File: config.mk
export PLATFORM = sky130hd
export DESIGN_NAME = alu_decode_stage
export DESIGN_NICKNAME = d
export VERILOG_FILES = /design/src/rtl/alu_decode_stage.sv
export SDC_FILE = /design/constraint.sdc
export NUM_CORES = 1
export LEC_CHECK = 0
export CAP_MARGIN = 20
export CORE_UTILIZATION = 60
export CTS_CLUSTER_DIAMETER = 30
export DETAILED_ROUTE_END_ITERATION = 10
export DONT_BUFFER_PORTS = 1
export PLACE_DENSITY_LB_ADDON = 0.12
export SYNTH_ARGS = -nofsm -noshare
export SYNTH_HDL_FRONTEND = slang
export SYNTH_SLANG_ARGS = --single-unit
File: constraint.sdc
create_clock -name clk -period 5.25 [get_ports clk]
set_clock_uncertainty 0.2 [all_clocks]
set_input_delay 1.3125 -clock clk [delete_from_list [all_inputs] [get_ports clk]]
set_output_delay 1.3125 -clock clk [all_outputs]
set_load 0.03 [all_outputs]
File: src/rtl/alu_decode_stage.sv
// Single-cycle RV32 decode stage: turns one instruction plus operands into ALU control,
// operands and writeback/branch info, behind a valid/ready output register.
module alu_decode_stage (
    input  logic        clk,
    input  logic        reset,
    input  logic        in_valid,
    output logic        in_ready,
    input  logic [31:0] instr,
    input  logic [31:0] pc,
    input  logic [31:0] rs1_data,
    input  logic [31:0] rs2_data,
    input  logic        flush,
    output logic        out_valid,
    input  logic        out_ready,
    output logic [3:0]  ctrl,
    output logic [31:0] data0,
    output logic [31:0] data1,
    output logic [4:0]  rd,
    output logic        reg_write,
    output logic        is_branch,
    output logic [31:0] branch_target,
    output logic        illegal
);

    localparam logic [3:0] CTRL_ADD  = 4'b0000;
    localparam logic [3:0] CTRL_SUB  = 4'b0001;
    localparam logic [3:0] CTRL_SLL  = 4'b0010;
    localparam logic [3:0] CTRL_XOR  = 4'b0011;
    localparam logic [3:0] CTRL_SRL  = 4'b0100;
    localparam logic [3:0] CTRL_SRA  = 4'b0101;
    localparam logic [3:0] CTRL_OR   = 4'b0110;
    localparam logic [3:0] CTRL_AND  = 4'b0111;
    localparam logic [3:0] CTRL_BLT  = 4'b1000;
    localparam logic [3:0] CTRL_BGE  = 4'b1001;
    localparam logic [3:0] CTRL_BLTU = 4'b1010;
    localparam logic [3:0] CTRL_BGEU = 4'b1011;
    localparam logic [3:0] CTRL_BEQ  = 4'b1100;
    localparam logic [3:0] CTRL_BNE  = 4'b1101;
    localparam logic [3:0] CTRL_SLT  = 4'b1110;
    localparam logic [3:0] CTRL_SLTU = 4'b1111;

    localparam logic [6:0] OP_REG    = 7'b0110011;
    localparam logic [6:0] OP_IMM    = 7'b0010011;
    localparam logic [6:0] OP_BRANCH = 7'b1100011;
    localparam logic [6:0] OP_LUI    = 7'b0110111;

    localparam logic [6:0] FUNCT7_ALT = 7'b0100000;

    logic [6:0]  opcode;
    logic [2:0]  funct3;
    logic [6:0]  funct7;
    logic [31:0] imm_i;
    logic [31:0] imm_b;
    logic [31:0] imm_u;
    logic [31:0] shamt;
    logic        funct7_ok;
    logic        is_shift;
    logic        capture;

    logic [3:0]  dec_ctrl;
    logic [31:0] dec_data0;
    logic [31:0] dec_data1;
    logic        dec_reg_write;
    logic        dec_is_branch;
    logic [31:0] dec_target;
    logic        dec_illegal;

    assign in_ready = !out_valid || out_ready;
    assign capture  = in_valid && in_ready;

    assign opcode    = instr[6:0];
    assign funct3    = instr[14:12];
    assign funct7    = instr[31:25];
    assign imm_i     = {{20{instr[31]}}, instr[31:20]};
    assign imm_b     = {{19{instr[31]}}, instr[31], instr[7], instr[30:25], instr[11:8], 1'b0};
    assign imm_u     = {instr[31:12], 12'b0};
    assign shamt     = {27'b0, instr[24:20]};
    assign funct7_ok = (funct7 == 7'b0) || (funct7 == FUNCT7_ALT);
    assign is_shift  = (funct3 == 3'b001) || (funct3 == 3'b101);

    // alt selects SUB / SRA; it is ignored for every other funct3.
    function automatic logic [3:0] alu_op(input logic [2:0] f3, input logic alt);
        logic [3:0] op;
        case (f3)
            3'b000:  op = alt ? CTRL_SUB : CTRL_ADD;
            3'b001:  op = CTRL_SLL;
            3'b010:  op = CTRL_SLT;
            3'b011:  op = CTRL_SLTU;
            3'b100:  op = CTRL_XOR;
            3'b101:  op = alt ? CTRL_SRA : CTRL_SRL;
            3'b110:  op = CTRL_OR;
            default: op = CTRL_AND;
        endcase
        return op;
    endfunction

    always_comb begin
        dec_ctrl      = CTRL_ADD;
        dec_data0     = rs1_data;
        dec_data1     = rs2_data;
        dec_reg_write = 1'b0;
        dec_is_branch = 1'b0;
        dec_target    = 32'b0;
        dec_illegal   = 1'b0;

        case (opcode)
            OP_REG: begin
                dec_ctrl      = alu_op(funct3, funct7[5]);
                dec_reg_write = 1'b1;
                if ((funct3 == 3'b000 || funct3 == 3'b101) && !funct7_ok) begin
                    dec_illegal = 1'b1;
                end
            end
            OP_IMM: begin
                // addi carries immediate bits in the funct7 field, so only srli/srai are checked
                dec_ctrl      = alu_op(funct3, (funct3 == 3'b101) && funct7[5]);
                dec_data1     = is_shift ? shamt : imm_i;
                dec_reg_write = 1'b1;
                if ((funct3 == 3'b101) && !funct7_ok) begin
                    dec_illegal = 1'b1;
                end
            end
            OP_BRANCH: begin
                dec_is_branch = 1'b1;
                dec_target    = pc + imm_b;
                case (funct3)
                    3'b000:  dec_ctrl = CTRL_BEQ;
                    3'b001:  dec_ctrl = CTRL_BNE;
                    3'b100:  dec_ctrl = CTRL_BLT;
                    3'b101:  dec_ctrl = CTRL_BGE;
                    3'b110:  dec_ctrl = CTRL_BLTU;
                    3'b111:  dec_ctrl = CTRL_BGEU;
                    default: dec_illegal = 1'b1;
                endcase
            end
            OP_LUI: begin
                dec_data0     = 32'b0;
                dec_data1     = imm_u;
                dec_reg_write = 1'b1;
            end
            default: dec_illegal = 1'b1;
        endcase

        if (dec_illegal) begin
            dec_ctrl      = CTRL_ADD;
            dec_reg_write = 1'b0;
            dec_is_branch = 1'b0;
            dec_target    = 32'b0;
        end
    end

    // flush beats capture, capture beats drain; otherwise the held result stays put
    always_ff @(posedge clk or posedge reset) begin
        if (reset) begin
            out_valid     <= 1'b0;
            ctrl          <= 4'b0;
            data0         <= 32'b0;
            data1         <= 32'b0;
            rd            <= 5'b0;
            reg_write     <= 1'b0;
            is_branch     <= 1'b0;
            branch_target <= 32'b0;
            illegal       <= 1'b0;
        end else if (flush) begin
            out_valid <= 1'b0;
        end else if (capture) begin
            out_valid     <= 1'b1;
            ctrl          <= dec_ctrl;
            data0         <= dec_data0;
            data1         <= dec_data1;
            rd            <= instr[11:7];
            reg_write     <= dec_reg_write;
            is_branch     <= dec_is_branch;
            branch_target <= dec_target;
            illegal       <= dec_illegal;
        end else if (out_ready) begin
            out_valid <= 1'b0;
        end
    end

endmodule
; Word-level counts from Yosys, hierarchy flattened
; Cells that the tools add are included.
[op_classes]
addsub = 1
n_bitwise = 1
eq_ne = 12
n_reduce_logical = 16
muxes = 25
[op_table]
columns = cell, count
row1 = $mux 32, 4
row2 = $pmux 32 s2, 1
row3 = $pmux 4 s7, 2
row4 = $add 32x32->32, 1
row5 = $pmux 4 s6, 1
row6 = $eq 7x6->1 const B, 3
row7 = $mux 1, 14
row8 = $eq 3x3->1 const B, 4
row9 = $pmux 4 s3, 1
row10 = $eq 7x5->1 const B, 1
row11 = $eq 7x7->1 const B, 1
row12 = $logic_not 7->1, 1
row13 = $eq 3x2->1 const B, 2
row14 = $reduce_or 6->1, 1
row15 = $logic_and 1x1->1, 4
row16 = $logic_or 1x1->1, 4
row17 = $mux 4, 1
row18 = $pmux 1 s4, 1
row19 = $eq 3x1->1 const B, 1
row20 = $logic_not 3->1, 1
row21 = $reduce_bool 3->1, 1
row22 = $reduce_or 3->1, 1
row23 = $logic_not 1->1, 2
row24 = $reduce_and 2->1, 1
row25 = $not 1->1, 1
[totals]
elab_cells = 64
output_inout_bits = 110
in_bits = 133
ff_bits = 109

; Logic depth before layout (Yosys ltp)
[logic_depth]
word_depth = 7
depth_mapped = 9

; Worst setup path after synthesis
; OpenSTA, ideal clock, no wires.
[synth_timing]
kind = input to register
startpoint = input instr[8]
endpoint = register branch_target[27]
path_stages = 9
t_arrival_ns = 3.389
setup_slack_ns = 1.531
required_time_ns = 4.920
setup_time_ns = 0.130
cell_sequence = ha_1 -> fa_1 -> a21o_1 -> a221oi_2 -> or3_4 -> a31oi_4 -> o41ai_2 -> xor2_1 -> o21ai_1
[synth_between]
elab_chain_cells = 3
[synth_lines]
columns = item, line_no
row1 = "start, declared", 8  ; input logic [31:0] instr,
row2 = $add 32x32->32, 125  ; dec_target = pc + imm_b;
row3 = $mux 32, 106  ; case (opcode)
row4 = $mux 32, 144  ; if (dec_illegal) begin
row5 = "end signal, assigned", 174  ; branch_target <= dec_target;
row6 = "end, declared", 21  ; output logic [31:0] branch_target,
; Every way passes these cells.
; A chain may end at the register's enable or synchronous reset.

; Worst setup path in the final report
; Ends and elaborated chain as after synthesis.

==> flow_summary.json <==
{
  "cts_tree": "done",
  "startpoint_type": "input pin",
  "tns_ns": 0,
  "synth-main-ff-cell": "dfrtp_1",
  "multiInputGateArea_um2": 3250,
  "num-fill-cells": 834,
  "drtIter0Drc": 191,
  "htreeDepth": 3,
  "yosysUniqueCellTypes": 58,
  "cpMaxStageDelayCell": "o41ai_2",
  "gp_congestion": 0.960,
  "ios": 243,
  "dieWidth_um": 103,
  "row_count": 36,
  "grt.total_usage": 0.317,
  "clk_path_buf_depth": 2,
  "cts_hold_buf": 0,
  "design.die.area_um2": 10700,
  "root_buffer": "clkbuf_8",
  "hp-class": "reg2reg",
  "critPathMaxStageDelay_ns": 0.46,
  "fp.coreArea_um2": 9860,
  "period_minus_slack_ns": 3.56,
  "initial_core_util": 0.626,
  "portBuffers": 0,
  "worstPathCellList": "ha_1 -> fa_1 -> a21o_1 -> a221oi_2 -> or3_4 -> a31oi_4 -> o41ai_2 -> xor2_1 -> o21ai_1",
  "worstMarginPinSlew_ns": 0.957,
  "worstSetupPathType": "in2reg",
  "total_power_mw": 2.04,
  "cts_resized": 0,
  "power_density_nw_per_um2": 317,
  "status": "finished clean",
  "setup_violations": 0,
  "async_reset_ff_frac": 1.00,
  "grt_max_degree": 86,
  "period_share": 0.679,
  "arrival_ns": 3.63,
  "grt_pass1_vias": 5037,
  "postCtsSetupBuffers": 0,
  "crit_family": "compound AO/OA/AOI/OAI gates",
  "avgRoutedWirePerCell_um": 20.5,
  "yosysWarnings": 0,
  "antenna_found_initial": 0,
  "critPathCaptureType": "flop",
  "detail-route-antenna-nets": 0,
  "grt_pass1_wl_um": 25600,
  "cts.sinks": 109,
  "die_h_um": 103,
  "fin_nets": 863,
  "drc_errors": 0,
  "hpwlAfterDp_um": 12600,
  "leakagePower_nw": 2.95,
  "grt-ovfl-total": 0,
  "firstDrtPassIters": 5,
  "clk_pin_slew_ns": 0.10,
  "relSlewSlack": 0.362,
  "avgViaCountPerCell": 6.30,
  "synth-seq-area-share": 0.442,
  "synth_edf_count": 0,
  "clock_latency_ns": 0.37,
  "synthCells": 725,
  "rsz0062_at_grt": "false",
  "fmax_ghz": 0.281,
  "syn_nets": 889,
  "syn_avg_cell_area_um2": 8.52,
  "regArea_um2": 2730,
  "peakVddDrop_mv": 0.135,
  "wl_um": 17200,
  "crit_buf_inv": 0,
  "vias": 5274,
  "diodes": 0,
  "hold_viol": 0,
  "drive_gt1_frac": 0.0582,
  "drv_slew": 0,
  "cts_made_buffers": 9,
  "cp_max_fo": 4,
  "netlist_area_um2": 6180,
  "synth_seq_cells": 109,
  "crit_required_ns": 5.31,
  "syn_to_final_growth_pct": 4.17,
  "maxCapViolations": 0
}
-- tightest hold or removal path, cell delays in order, from the launching register on --
cell,delay (ns)
dfrtp_1,0.50
nand2_1,0.10
nand2_1,0.05
-- layer usage --
metal | share of wire | vias to the layer above | routed length, um | global-route usage
li1 | - | 2488 | - | -
met1 | 0.39 | 2502 | 6640 | 0.376
met2 | 0.48 | 241 | 8300 | 0.528
met3 | 0.095 | 43 | 1640 | 0.0847
met4 | 0.035 | 0 | 595 | 0.165
met5 | 0 | - | 0 | 0
-- metrics by stage --
stage	cell area (um2)	utilization	instances	worst slack, ns	hold WS (ns)
5_1_grt	6430	0.652	837	1.56	0.495
3_5_place_dp	6230	0.631	820	1.32	0.463
6_report	6430	0.652	837	1.69	0.474
3_3_place_gp	6230	0.631	820	1.37	0.456
4_1_cts	6430	0.652	836	1.70	0.477
2_1_floorplan	6180	-	725	0.864	0.446
-- synthesized netlist by cell type, types with 4 or more instances --
master    instances  area share
or3_1             4      0.0041
a21o_1           12       0.015
inv_1            10      0.0061
clkbuf_1         33       0.020
xnor2_1          15       0.021
a22o_1            5      0.0071
a22oi_1          12       0.015
a21oi_1          55       0.045
o21ai_0          40       0.032
nand3_1          53       0.043
dfrtp_1         109        0.44
nand4_1           7      0.0071
buf_2             6      0.0049
o211ai_1          4      0.0049
nor3_1            8      0.0065
ha_1             30       0.061
nand2_1         155       0.094
xor2_1           15       0.021
a31oi_1          17       0.017
o21ai_1           5      0.0041
a221oi_1          8       0.011
nor2_1           67       0.041
buf_1             5      0.0030
-- logic make-up after synthesis --
group / Yosys count / share of synthesized area
flip-flops: 109 / 0.442
adder cells (fa/ha/maj): 31 / 0.0640
AND/OR/NAND/NOR: 318 / 0.229
buffers and inverters: 55 / 0.0346
AO/OA/AOI/OAI: 182 / 0.189
XOR/XNOR: 30 / 0.0425
-- path summary, 6_finish.rpt --
kind / startpoint / endpoint / slack [ns] / cells past startpoint
hold / removal: data0[21] / data0[21] / 0.47 / 2
max in group asynchronous: reset / ctrl[2] / 3.02 / 2
min in group asynchronous: reset / data0[16] / 0.82 / 1
hold reg to reg: data0[21] / data0[21] / 0.47 / 2
setup reg to reg: out_valid / branch_target[31] / 2.49 / 7
setup / recovery: instr[8] / branch_target[27] / 1.69 / 9
-- flip-flops by register name, indices dropped and copies added (netlist names) --
| register | count |
|---|---|
| branch_target | 32 |
| data0 | 32 |
| data1 | 32 |
| rd | 5 |
| ctrl | 4 |
| illegal | 1 |
| is_branch | 1 |
| out_valid | 1 |
| reg_write | 1 |
-- layout make-up --
type | count | area share
flip-flops and latches | 109 | 0.424
clock buffers | 10 | 0.0198
inverters | 11 | 0.00681
repair buffers | 7 | 0.00817
clock inverters | 6 | 0.0111
multi-input cells | 561 | 0.504
well taps | 133 | 0.0259
-- power breakdown --
part,leakage (nW),switching (mW),total [mW],internal [mW]
clock network,0.0931,0.301,0.525,0.224
registers,1.36,0.234,1.15,0.919
logic,1.49,0.221,0.359,0.138
-- placed cells by master, fill, tap and decap left out, types with 2 or more instances in the layout --
cell type,Yosys,routed
clkinvlp_4,0,2
clkinv_4,0,2
o21bai_1,3,3
a22oi_1,12,12
nand3b_1,2,2
a21o_1,12,12
nand4_1,7,7
a31oi_1,17,17
clkbuf_8,0,9
inv_1,10,9
nand3_1,53,53
o21a_1,3,3
dfrtp_1,109,109
nor3_2,1,2
o21ai_1,5,5
ha_1,30,30
o211ai_1,4,4
a211oi_2,2,2
or3_4,2,2
a211oi_1,3,3
or2_2,2,2
a22o_1,5,5
a21oi_1,55,55
xnor2_1,15,15
buf_4,0,7
nor2b_1,2,2
xor2_1,15,15
nor3_1,8,7
nor2_1,67,67
a221oi_1,8,8
nand2_1,155,155
or3_1,4,4
o21ai_0,40,40
nand2b_1,2,2
or4_1,2,2
o221ai_1,2,2
Note: power is estimated with default switching activity, not from simulation.
